## config.mk

```make
export PLATFORM = sky130hd
export DESIGN_NAME = alu_cmd_ctrl
export DESIGN_NICKNAME = d
export VERILOG_FILES = /design/src/rtl/alu_pkg.sv /design/src/rtl/alu_regfile.sv /design/src/rtl/alu_cmd_ctrl.sv
export SDC_FILE = /design/constraint.sdc
export NUM_CORES = 1
export LEC_CHECK = 0
export ABC_AREA = 0
export CAP_MARGIN = 30
export CORE_MARGIN = 4
export CORE_UTILIZATION = 50
export DETAILED_ROUTE_END_ITERATION = 8
export PLACE_DENSITY = 0.79
export SYNTH_ARGS = -nofsm -noshare
export SYNTH_HDL_FRONTEND = slang
export SYNTH_HIERARCHICAL = 1
export SYNTH_SLANG_ARGS = --single-unit
```

## constraint.sdc

```tcl
create_clock -name clk -period 3.7 [get_ports clk]
set_clock_uncertainty 0.1 [all_clocks]
set_input_delay 0.925 -clock clk [delete_from_list [all_inputs] [get_ports clk]]
set_output_delay 0.925 -clock clk [all_outputs]
set_load 0.005 [all_outputs]
```

## src/rtl/alu_pkg.sv

```systemverilog
// Shared definitions for the ALU command controller.
// Op codes, flag bit positions and FSM states.
package alu_pkg;

  localparam logic [3:0] OP_ADD = 4'd0;
  localparam logic [3:0] OP_SUB = 4'd1;
  localparam logic [3:0] OP_MUL = 4'd2;
  localparam logic [3:0] OP_AND = 4'd3;
  localparam logic [3:0] OP_OR  = 4'd4;
  localparam logic [3:0] OP_XOR = 4'd5;
  localparam logic [3:0] OP_NOT = 4'd6;
  localparam logic [3:0] OP_SHL = 4'd7;
  localparam logic [3:0] OP_SHR = 4'd8;
  localparam logic [3:0] OP_SEQ = 4'd9;
  localparam logic [3:0] OP_SLT = 4'd10;
  localparam logic [3:0] OP_LDI = 4'd11;

  localparam int FLAG_C = 0;
  localparam int FLAG_V = 1;
  localparam int FLAG_Z = 2;
  localparam int FLAG_N = 3;

  typedef enum logic [1:0] {
    ST_IDLE,
    ST_ISSUE,
    ST_CAPTURE,
    ST_RESP
  } state_t;

  function automatic logic is_alu_op(
    input logic [3:0] op
  );
    return op <= OP_SLT;
  endfunction

endpackage

```

## src/rtl/alu_regfile.sv

```systemverilog
// Small general register file for the command controller.
// Two async read ports, one sync write port, sync clear.
module alu_regfile #(
  parameter int NREGS = 4,
  localparam int AW = $clog2(NREGS)
) (
  input  logic          clk,
  input  logic          rst,
  input  logic          we,
  input  logic [AW-1:0] waddr,
  input  logic [7:0]    wdata,
  input  logic [AW-1:0] raddr1,
  input  logic [AW-1:0] raddr2,
  output logic [7:0]    rdata1,
  output logic [7:0]    rdata2
);

  logic [7:0] regs [NREGS];

  // Clear on reset, otherwise single write per cycle.
  always_ff @(posedge clk) begin
    if (rst) begin
      for (int i = 0; i < NREGS; i++) begin
        regs[i] <= 8'h00;
      end
    end else if (we) begin
      regs[waddr] <= wdata;
    end
  end

  assign rdata1 = regs[raddr1];
  assign rdata2 = regs[raddr2];

endmodule

```

## src/rtl/alu_cmd_ctrl.sv

```systemverilog
// Command-driven initiator for the external 8-bit ALU.
// Accepts one command at a time and returns a response.
module alu_cmd_ctrl
  import alu_pkg::*;
#(
  parameter int NREGS = 4,
  localparam int AW = $clog2(NREGS)
) (
  input  logic          clk,
  input  logic          rst,
  input  logic          cmd_valid,
  output logic          cmd_ready,
  input  logic [3:0]    cmd_op,
  input  logic [AW-1:0] cmd_rd,
  input  logic [AW-1:0] cmd_rs1,
  input  logic [AW-1:0] cmd_rs2,
  input  logic [7:0]    cmd_imm,
  input  logic          cmd_use_imm,
  output logic          rsp_valid,
  input  logic          rsp_ready,
  output logic [7:0]    rsp_data,
  output logic [3:0]    rsp_flags,
  output logic          rsp_err,
  output logic          alu_en,
  output logic [7:0]    alu_a,
  output logic [7:0]    alu_b,
  output logic [3:0]    alu_op,
  input  logic [7:0]    alu_out,
  input  logic [3:0]    alu_flags,
  output logic          busy
);

  state_t        state;
  logic [AW-1:0] rd_q;
  logic [7:0]    rf_a;
  logic [7:0]    rf_b;
  logic [7:0]    opb;
  logic          we;
  logic [AW-1:0] waddr;
  logic [7:0]    wdata;

  alu_regfile #(
    .NREGS (NREGS)
  ) u_rf (
    .clk    (clk),
    .rst    (rst),
    .we     (we),
    .waddr  (waddr),
    .wdata  (wdata),
    .raddr1 (cmd_rs1),
    .raddr2 (cmd_rs2),
    .rdata1 (rf_a),
    .rdata2 (rf_b)
  );

  assign opb = cmd_use_imm ? cmd_imm : rf_b;

  // LDI writes at accept; ALU results write in CAPTURE.
  always_comb begin
    we    = 1'b0;
    waddr = rd_q;
    wdata = alu_out;
    if (state == ST_IDLE && cmd_valid
        && cmd_op == OP_LDI) begin
      we    = 1'b1;
      waddr = cmd_rd;
      wdata = cmd_imm;
    end else if (state == ST_CAPTURE) begin
      we = 1'b1;
    end
  end

  // Command FSM with registered ALU drive and response.
  always_ff @(posedge clk) begin
    if (rst) begin
      state     <= ST_IDLE;
      rd_q      <= '0;
      rsp_data  <= 8'h00;
      rsp_flags <= 4'h0;
      rsp_err   <= 1'b0;
      alu_en    <= 1'b0;
      alu_a     <= 8'h00;
      alu_b     <= 8'h00;
      alu_op    <= 4'h0;
    end else begin
      alu_en <= 1'b0;
      alu_a  <= 8'h00;
      alu_b  <= 8'h00;
      alu_op <= 4'h0;
      unique case (state)
        ST_IDLE: begin
          if (cmd_valid) begin
            rd_q <= cmd_rd;
            unique case (1'b1)
              is_alu_op(cmd_op): begin
                alu_en <= 1'b1;
                alu_a  <= rf_a;
                alu_b  <= opb;
                alu_op <= cmd_op;
                state  <= ST_ISSUE;
              end
              (cmd_op == OP_LDI): begin
                rsp_data <= cmd_imm;
                rsp_err  <= 1'b0;
                state    <= ST_RESP;
              end
              default: begin
                rsp_data <= 8'h00;
                rsp_err  <= 1'b1;
                state    <= ST_RESP;
              end
            endcase
          end
        end
        ST_ISSUE: begin
          state <= ST_CAPTURE;
        end
        ST_CAPTURE: begin
          rsp_data  <= alu_out;
          rsp_flags <= alu_flags;
          rsp_err   <= 1'b0;
          state     <= ST_RESP;
        end
        ST_RESP: begin
          if (rsp_ready) begin
            state <= ST_IDLE;
          end
        end
        default: begin
          state <= ST_IDLE;
        end
      endcase
    end
  end

  assign cmd_ready = (state == ST_IDLE);
  assign rsp_valid = (state == ST_RESP);
  assign busy      = (state != ST_IDLE);

endmodule

```

Word level (Yosys, flattened, before mapping)
Memory sizes are Yosys's and may differ from the RTL's. A register that Yosys moved wholly into a read port is not among the register bits.
Cells that the tools add are included.
{"block": "word_totals", "word_cells": 55, "memories": 1, "regBits": 30, "mem_bits_rw": 32}
{"name": "u_rf.regs", "depth": 4, "word_bits": 8, "rd": 2, "rd_clocked_by_memory_dff": 1, "wr": 4, "line": "alu_regfile.sv:18", "source": "logic [7:0] regs [NREGS];"}
{"block": "classes", "n_reduce_logical": 11, "n_eq_ne": 7, "muxes": 24, "magnitude_cmp": 1, "bitwise": 3}
{"op": "2-to-1 mux 8 bit", "count": 4}
{"op": "case mux 8 bit (2 select lines)", "count": 2}
{"op": "2-to-1 mux 1 bit", "count": 10}
{"op": "2-to-1 mux 2 bit", "count": 5}
{"op": "case mux 2 bit (4 select lines)", "count": 1}
{"op": "OR reduction 8 bit", "count": 1}
{"op": "equality test 2 bit (second input constant)", "count": 2}
{"op": "equality test 4 bit (second input constant)", "count": 1}
{"op": "<= comparator 4 bit (second input constant)", "count": 1}
{"op": "inequality test 2 bit (second input constant)", "count": 2}
{"op": "case mux 1 bit (2 select lines)", "count": 2}
{"op": "AND reduction 2 bit", "count": 2}
{"op": "nonzero test 2 bit", "count": 2}
{"op": "OR reduction 4 bit", "count": 1}
{"op": "NOT 1 bit", "count": 3}
{"op": "AND reduction 3 bit", "count": 1}
{"op": "OR reduction 3 bit", "count": 1}
{"op": "equality test 2 x 1 -> 1 bit (second input constant)", "count": 1}
{"op": "logical AND 1 bit", "count": 2}
{"op": "zero test 2 bit", "count": 1}
{"op": "inequality test 2 x 1 -> 1 bit (second input constant)", "count": 1}

Longest topological paths before layout
{"block": "logic_depth", "depth_word": 9, "ltp_mapped": 8, "mapped_depth_nobuf": 7}

Modules after synthesis
The synthesis kept the hierarchy.
{"module": "alu_regfile", "instances": 1, "seq_area_each_um2": 960.9, "cells_each": 94, "area_each_um2": 1671.6}
{"module": "alu_cmd_ctrl", "instances": 1, "seq_area_each_um2": 760.7, "cells_each": 158, "area_each_um2": 1612.8}

Worst setup path before layout
No wires, ideal clock.
{"block": "synth_timing", "path_kind": "input port to flip-flop", "startpoint": "input port cmd_op[2]", "endpoint": "memory u_rf.regs[2][0], enable pin", "setup_slack_ns": 0.783, "setup_time_ns": 0.375, "t_arrival_ns": 2.443, "path_stages": 5, "n_path_buf": 0, "required_ns": 3.225, "path_cell_list": "nand4b_1 > nor2_4 > mux2_2 > nand2b_1 > o21bai_1"}
{"element": "start: declaration", "line": "alu_cmd_ctrl.sv:13", "source": "input logic [3:0] cmd_op,"}
{"element": "end: declaration", "line": "alu_regfile.sv:18"}

==> impl_metrics.toml <==
[yosys]
post_synth_instance_area_um2 = 3284
synth-seq-area-share_pct = 52.42
synth.cells.most_frequent = "sky130_fd_sc_hd__dfxtp_1, sky130_fd_sc_hd__and2_1, sky130_fd_sc_hd__edfxtp_1"
synth_ff_type = "sky130_fd_sc_hd__dfxtp_1"
postSynthNetCount = 291
count_of_different_cell_masters_after_synthesis = 43
ys_warn_count = 6
syn_avg_cell_area_um2 = 13.03
synth_largest_type_area_fraction_pct = 29.26
synth.ff_latch_count = 70
yosysMostFrequentCell = "sky130_fd_sc_hd__dfxtp_1"
async_flop_share_pct = 0
synthesis.instances = 252
synth_enable_flop_cells = 32
ys_top_cells_by_area = "sky130_fd_sc_hd__edfxtp_1, sky130_fd_sc_hd__dfxtp_1, sky130_fd_sc_hd__mux4_2, sky130_fd_sc_hd__and2_1, sky130_fd_sc_hd__mux2i_1"
synth.largest_area_cell = "sky130_fd_sc_hd__edfxtp_1"

[worst_setup_path]
startpoint_type = "primary input"
critPathMaxFanout = 8
critPathRequiredTime_ps = 3660
path_class = "in2reg"
r2r_start = "state[0]$_SDFFE_PP0P_"
cp-end-kind = "register"
timing.critical_path.from = "cmd_op[3]"
worst_ep_arrival_time_ps = 2890

[clock_tree]
cts-root-to-sink-buffers = 2
tritoncts = "yes"
h_tree_lvls = 3
clock_insertion_delay_worst_skew_ps = 350
total_setup_buffers_inserted_after_cts = 0
tritoncts.num_buffers = 9
cts-hold-fix-buffers = 0
clock_tree.root_cell = "sky130_fd_sc_hd__clkbuf_8"
clkTransAtPathRegs_ps = 70
numClockSinks = 70
ctsResizeCount = 0

[finish]
drive_gt1_share_pct = 17.77
antenna_cells_inserted = 0
fillCellCount = 463
design.final.nets = 366
syn2layout_area_growth_pct = 28.50
final_util_pct = 66.46

[routing]
residual_drc_count = 0
postRouteWirelength_um = 7876
route.vias.total = 2303
drt_iter0_drc = 102
detail_routed_via_count_per_cell = 5.631
post_drt_wl_per_cell_um = 19.26
antenna_left = 0
detailedRoute.firstPassIterationCount = 4

[power_and_ir_drop]
power_switching_share_pct = 29.63
leakagePower_nw = 1.542
ir_worst_vdd_v = 0.0004481
comb_power_share_pct = 31.1
power_mw = 2.277
powerDensity_nw_per_um2 = 539.4
seq_power_share_pct = 44.1
power_frac_clock_pct = 24.8
p_int_mw = 1.602
total_switching_power_mw = 0.6745

[worst_hold_path]
min_path_type = "reg2reg"
timing.hold.worst.start = "rd_q[0]$_SDFFE_PP0P_"

[sta]
min_period_over_period_pct = 79.14
worst_path_setup_slack_after_routing_ps = 771.8
holdWs_ps = 365.1
report.final.hold_viol_count = 0
tightestPinTransition_ps = 672.8
setup_tns_ps = 0
rsz_0062_raised_after_global_routing = "false"
final-setup-viol-count = 0
fmax_mhz = 341.5
period_needed_ps = 2928
maxSlewHeadroom_pct = 55.14
finalMaxSlewViolations = 0

[place]
dpl_worst_slack_ps = 453.0
routabilityCongestion = 0.8073
io_buffer_count = 71
dp_hpwl_um = 5807

[floorplan]
initial_core_util_pct = 51.72
boundaryPins = 72
chipWidth_um = 89.05
core_um2 = 6350
dieArea_um2 = 7930
die_h_um = 89.05
placement_rows = 29

[grt]
grt.overflow.total = 0
grtUsageTotal_pct = 20.86
grt_antenna_before_repair = 0
first_global_vias = 2249
grt_first_pass_wirelength_um = 11870
grt_max_degree = 17

[run]
drv_cap = 0

[status]
status = "finished clean"
-- layer usage --
layer,vias to the layer above,track usage (%),routed length (µm)
met4,0,8.119,116
met1,1112,26.48,3366
met5,-,0,0
met3,11,3.410,460
met2,85,35.83,3932
li1,1095,-,-
-- cell families (layout without fill, tap and decap cells) --
| logic type | count (synthesis) | after routing | share of synthesized area (%) |
|---|---|---|---|
| simple gates | 87 | 87 | 16.50 |
| flops | 70 | 70 | 52.42 |
| mux | 38 | 38 | 18.06 |
| compound gates | 34 | 34 | 8.001 |
| buf+inv | 19 | 99 | 3.504 |
| fa+ha+maj | 4 | 4 | 1.524 |
-- registers in the layout, summed over array words and instances, names as in the netlist, 2 cells and up --
signal	count
u_rf/regs	32
alu_a	8
alu_b	8
rsp_data	8
alu_op	4
rsp_flags	4
rd_q	2
state	2
-- power by group through the flow --
stage / sequential (mW) / clock [mW] / combinational, mW
3_3_place_gp: 1.01 / 0 / 0.690
3_5_place_dp: 1.02 / 0 / 0.706
6_report: 1.00 / 0.563 / 0.708
5_1_grt: 1.02 / 0.601 / 0.778
2_1_floorplan: 1.01 / 0 / 0.406
4_1_cts: 1.01 / 0.562 / 0.710
-- through the flow --
stage | instances | cell area (µm²)
after global placement | 393 | 4049
after global routing | 409 | 4220
after floorplan | 252 | 3284
final | 409 | 4220
after CTS | 409 | 4220
after detailed placement | 393 | 4049
-- worst max-delay path, cell delays in order --
cell and delay (ps):
sky130_fd_sc_hd__clkdlybuf4s50_1 610, sky130_fd_sc_hd__nand4b_1 230, sky130_fd_sc_hd__nor2_4 180, sky130_fd_sc_hd__mux2_2 410, sky130_fd_sc_hd__nand2b_1 190, sky130_fd_sc_hd__o21bai_1 150, sky130_fd_sc_hd__buf_4 200
-- placed cells by master, fill, tap and decap left out, types with 4 or more instances in the layout --
cell type and count:
sky130_fd_sc_hd__a21oi_1 6, sky130_fd_sc_hd__a221oi_1 8, sky130_fd_sc_hd__a32oi_1 8, sky130_fd_sc_hd__and2_1 37
sky130_fd_sc_hd__and2_2 8, sky130_fd_sc_hd__buf_4 6, sky130_fd_sc_hd__clkbuf_1 5, sky130_fd_sc_hd__clkbuf_8 9
sky130_fd_sc_hd__clkdlybuf4s50_1 71, sky130_fd_sc_hd__dfxtp_1 38, sky130_fd_sc_hd__edfxtp_1 32, sky130_fd_sc_hd__ha_1 4
sky130_fd_sc_hd__inv_1 5, sky130_fd_sc_hd__mux2_2 10, sky130_fd_sc_hd__mux2i_1 12, sky130_fd_sc_hd__mux4_2 16
sky130_fd_sc_hd__nand2_1 4, sky130_fd_sc_hd__nor2_1 21
-- path summary, 6_finish.rpt --
| check | slack [ps] | to | depth (start not counted) |
|---|---|---|---|
| setup / recovery | 770 | u_rf/regs[0][6]$_SDFFCE_PN0P_ | 7 |
| setup reg to reg | 1310 | u_rf/regs[0][6]$_SDFFCE_PN0P_ | 8 |
| hold reg to reg | 370 | rd_q[0]$_SDFFE_PP0P_ | 2 |
| hold / removal | 370 | rd_q[0]$_SDFFE_PP0P_ | 2 |
-- final cells by class --
cell class | count | area, µm² | share of cell area, %
well taps | 77 | 96.34 | 2.283
inverters | 6 | 27.53 | 0.6522
multi-input cells | 163 | 1448 | 34.30
repair buffers | 77 | 755.7 | 17.91
flip-flops and latches | 70 | 1722 | 40.79
clock inverters | 1 | 3.754 | 0.08894
clock buffers | 15 | 167.7 | 3.973
No activity file was read; power rests on OpenSTA's default activity.
==> RTL edit (same flow settings) <==
Encoding of `state_t`: now one-hot (4 bits for 4 states).
--- a/src/rtl/alu_pkg.sv
+++ b/src/rtl/alu_pkg.sv
@@ -20,11 +20,11 @@
   localparam int FLAG_Z = 2;
   localparam int FLAG_N = 3;
 
-  typedef enum logic [1:0] {
-    ST_IDLE,
-    ST_ISSUE,
-    ST_CAPTURE,
-    ST_RESP
+  typedef enum logic [3:0] {
+    ST_IDLE    = 4'b0001,
+    ST_ISSUE   = 4'b0010,
+    ST_CAPTURE = 4'b0100,
+    ST_RESP    = 4'b1000
   } state_t;
 
   function automatic logic is_alu_op(
Formal check against the unedited RTL: same outputs for any inputs over 4 cycles, from zero or initial values and one cycle with rst high; so few cycles prove little.
==> RTL edit against the unedited design <==
Non-clock buffer count is 2 lower; area after synthesis is 1.1% lower; setup slack gained 0.51 ps; final cell count unchanged; final area down 1.3%; wire length decreased by 5.3%; sequential cell count increased by 2; critical path type unchanged; critical endpoint is now u_rf/regs[2][4].
Power is not compared: it rests on default switching activity, and its combinational part moved more than twofold at a synthesized area within 25%.
==> RTL edit: results (changes against the unedited design) <==
[worst_hold_path]
min-delay-start=rsp_flags[3]
hold_path_end=rsp_flags[3]

[logic_synthesis]
synthTopCellsByArea=sky130_fd_sc_hd__edfxtp_1, sky130_fd_sc_hd__dfxtp_1, sky130_fd_sc_hd__mux4_2
synth_cell_type_count=40  ; -7.0%
net_count_of_the_mapped_netlist=289  ; -0.69%
synth_flop_cell=sky130_fd_sc_hd__dfxtp_1
yosysSeqAreaShare_pct=54.2  ; +1.8 points
synth_commonest_cells=sky130_fd_sc_hd__dfxtp_1, sky130_fd_sc_hd__and2_1, sky130_fd_sc_hd__edfxtp_1, sky130_fd_sc_hd__nor2_1, sky130_fd_sc_hd__mux4_2

[placed_design]
post-place-ws_ps=448  ; -4.89 ps
detailedPlacementHpwl_microns=5770  ; -0.63%
dpl_cell_area_sq_um=4000  ; -1.2%
finalWeightedCongestion=0.791  ; -2.0%

[cts]
worstSkewPairLatency_ps=340
cts.repair_timing.setup_buffer_count=0  ; unchanged

[finish]
fin_nets=362  ; -1.1%
fraction_of_layout_cells_with_a_size_suffix_above_1_pct=18.4  ; +0.60 points

[setup_path]
crit_arrival_ps=2870  ; -20 ps
count_of_cells_along_the_worst_register_to_register_path=7  ; -1
r2r-start=state[1]
r2r_slack_ps=1010  ; -300 ps
timing.rr.end=u_rf/regs[2][4]

[routing]
dr.first_iter.drc_count=101  ; -0.98%
total_number_of_vias=2266  ; -1.6%
finalWirelength_microns=7460  ; -5.3%

[run_status]
run_status=complete, no violations

[global_routing]
grt_util_all_layers_pct=20.8  ; -0.11 points
grt_max_degree=19  ; +2
grt_pass1_wl_microns=12000  ; +1.4%

[timing]
worst_slew_pin_slew_ps=942  ; +269 ps

-- RTL edit: logic make-up (layout without fill, tap and decap cells) --
kind of cell	Yosys count	after routing	synth area share, %
mux	34	34	17.0
simple gates	106	106	20.0
flops	72	72	54.2
buf+inv	17	95	3.12
compound gates	25	25	5.66
-- RTL edit: how the worst max path moves through the flow --
stage               from         endpoint  slack [ps]  cells past startpoint
2_1_floorplan  cmd_op[2]  u_rf/regs[2][0]         870                      5
3_3_place_gp   cmd_op[3]  u_rf/regs[2][1]         500                      7
3_5_place_dp   cmd_op[3]  u_rf/regs[2][2]         450                      7
4_1_cts        cmd_op[3]  u_rf/regs[2][7]         780                      7
5_1_grt        cmd_op[3]  u_rf/regs[2][7]         590                      7
6_report       cmd_op[3]  u_rf/regs[2][4]         770                      7
-- RTL edit: power groups by stage --
| stage | clock network [mW] | registers [mW] | logic (mW) |
|---|---|---|---|
| after global placement | 0 | 0.894 | 0.202 |
| after CTS | 0.548 | 0.877 | 0.207 |
| final | 0.537 | 0.877 | 0.206 |
| after floorplan | 0 | 0.891 | 0.107 |
| after global routing | 0.578 | 0.881 | 0.226 |
| after detailed placement | 0 | 0.895 | 0.206 |
-- RTL edit: layout make-up --
class / count / area (sq um)
Clock buffer: 13 / 149
Clock inverter: 3 / 16.3
Fill cell: 471 / 2150
Inverter: 4 / 16.3
Multi-Input combinational cell: 165 / 1390
Sequential cell: 72 / 1760
Tap cell: 77 / 96.3
Timing Repair Buffer: 75 / 741
-- RTL edit: metal layers --
| metal | vias to the layer above | share of wire [%] | track usage, % |
|---|---|---|---|
| met2 | 75 | 50 | 34.7 |
| met5 | - | 0 | 0 |
| met1 | 1095 | 42 | 26.2 |
| met3 | 16 | 5.9 | 4.19 |
| li1 | 1080 | - | - |
| met4 | 0 | 2.1 | 9.07 |
-- RTL edit: critical path, cell delays in order --
cell	delay, ps
sky130_fd_sc_hd__clkdlybuf4s50_1	540
sky130_fd_sc_hd__nand4b_1	160
sky130_fd_sc_hd__nor2_1	280
sky130_fd_sc_hd__mux2_2	450
sky130_fd_sc_hd__nand2b_1	180
sky130_fd_sc_hd__o21bai_1	140
sky130_fd_sc_hd__buf_4	180
-- RTL edit: through the flow --
step	power (mW)	util, %	hold slack, ps	std cells
floorplan	0.998	-	334	254
global placement	1.10	63.4	342	393
detailed placement	1.10	63.4	351	393
CTS	1.63	66.0	363	409
global route	1.68	66.0	384	409
finish	1.62	66.0	360	409
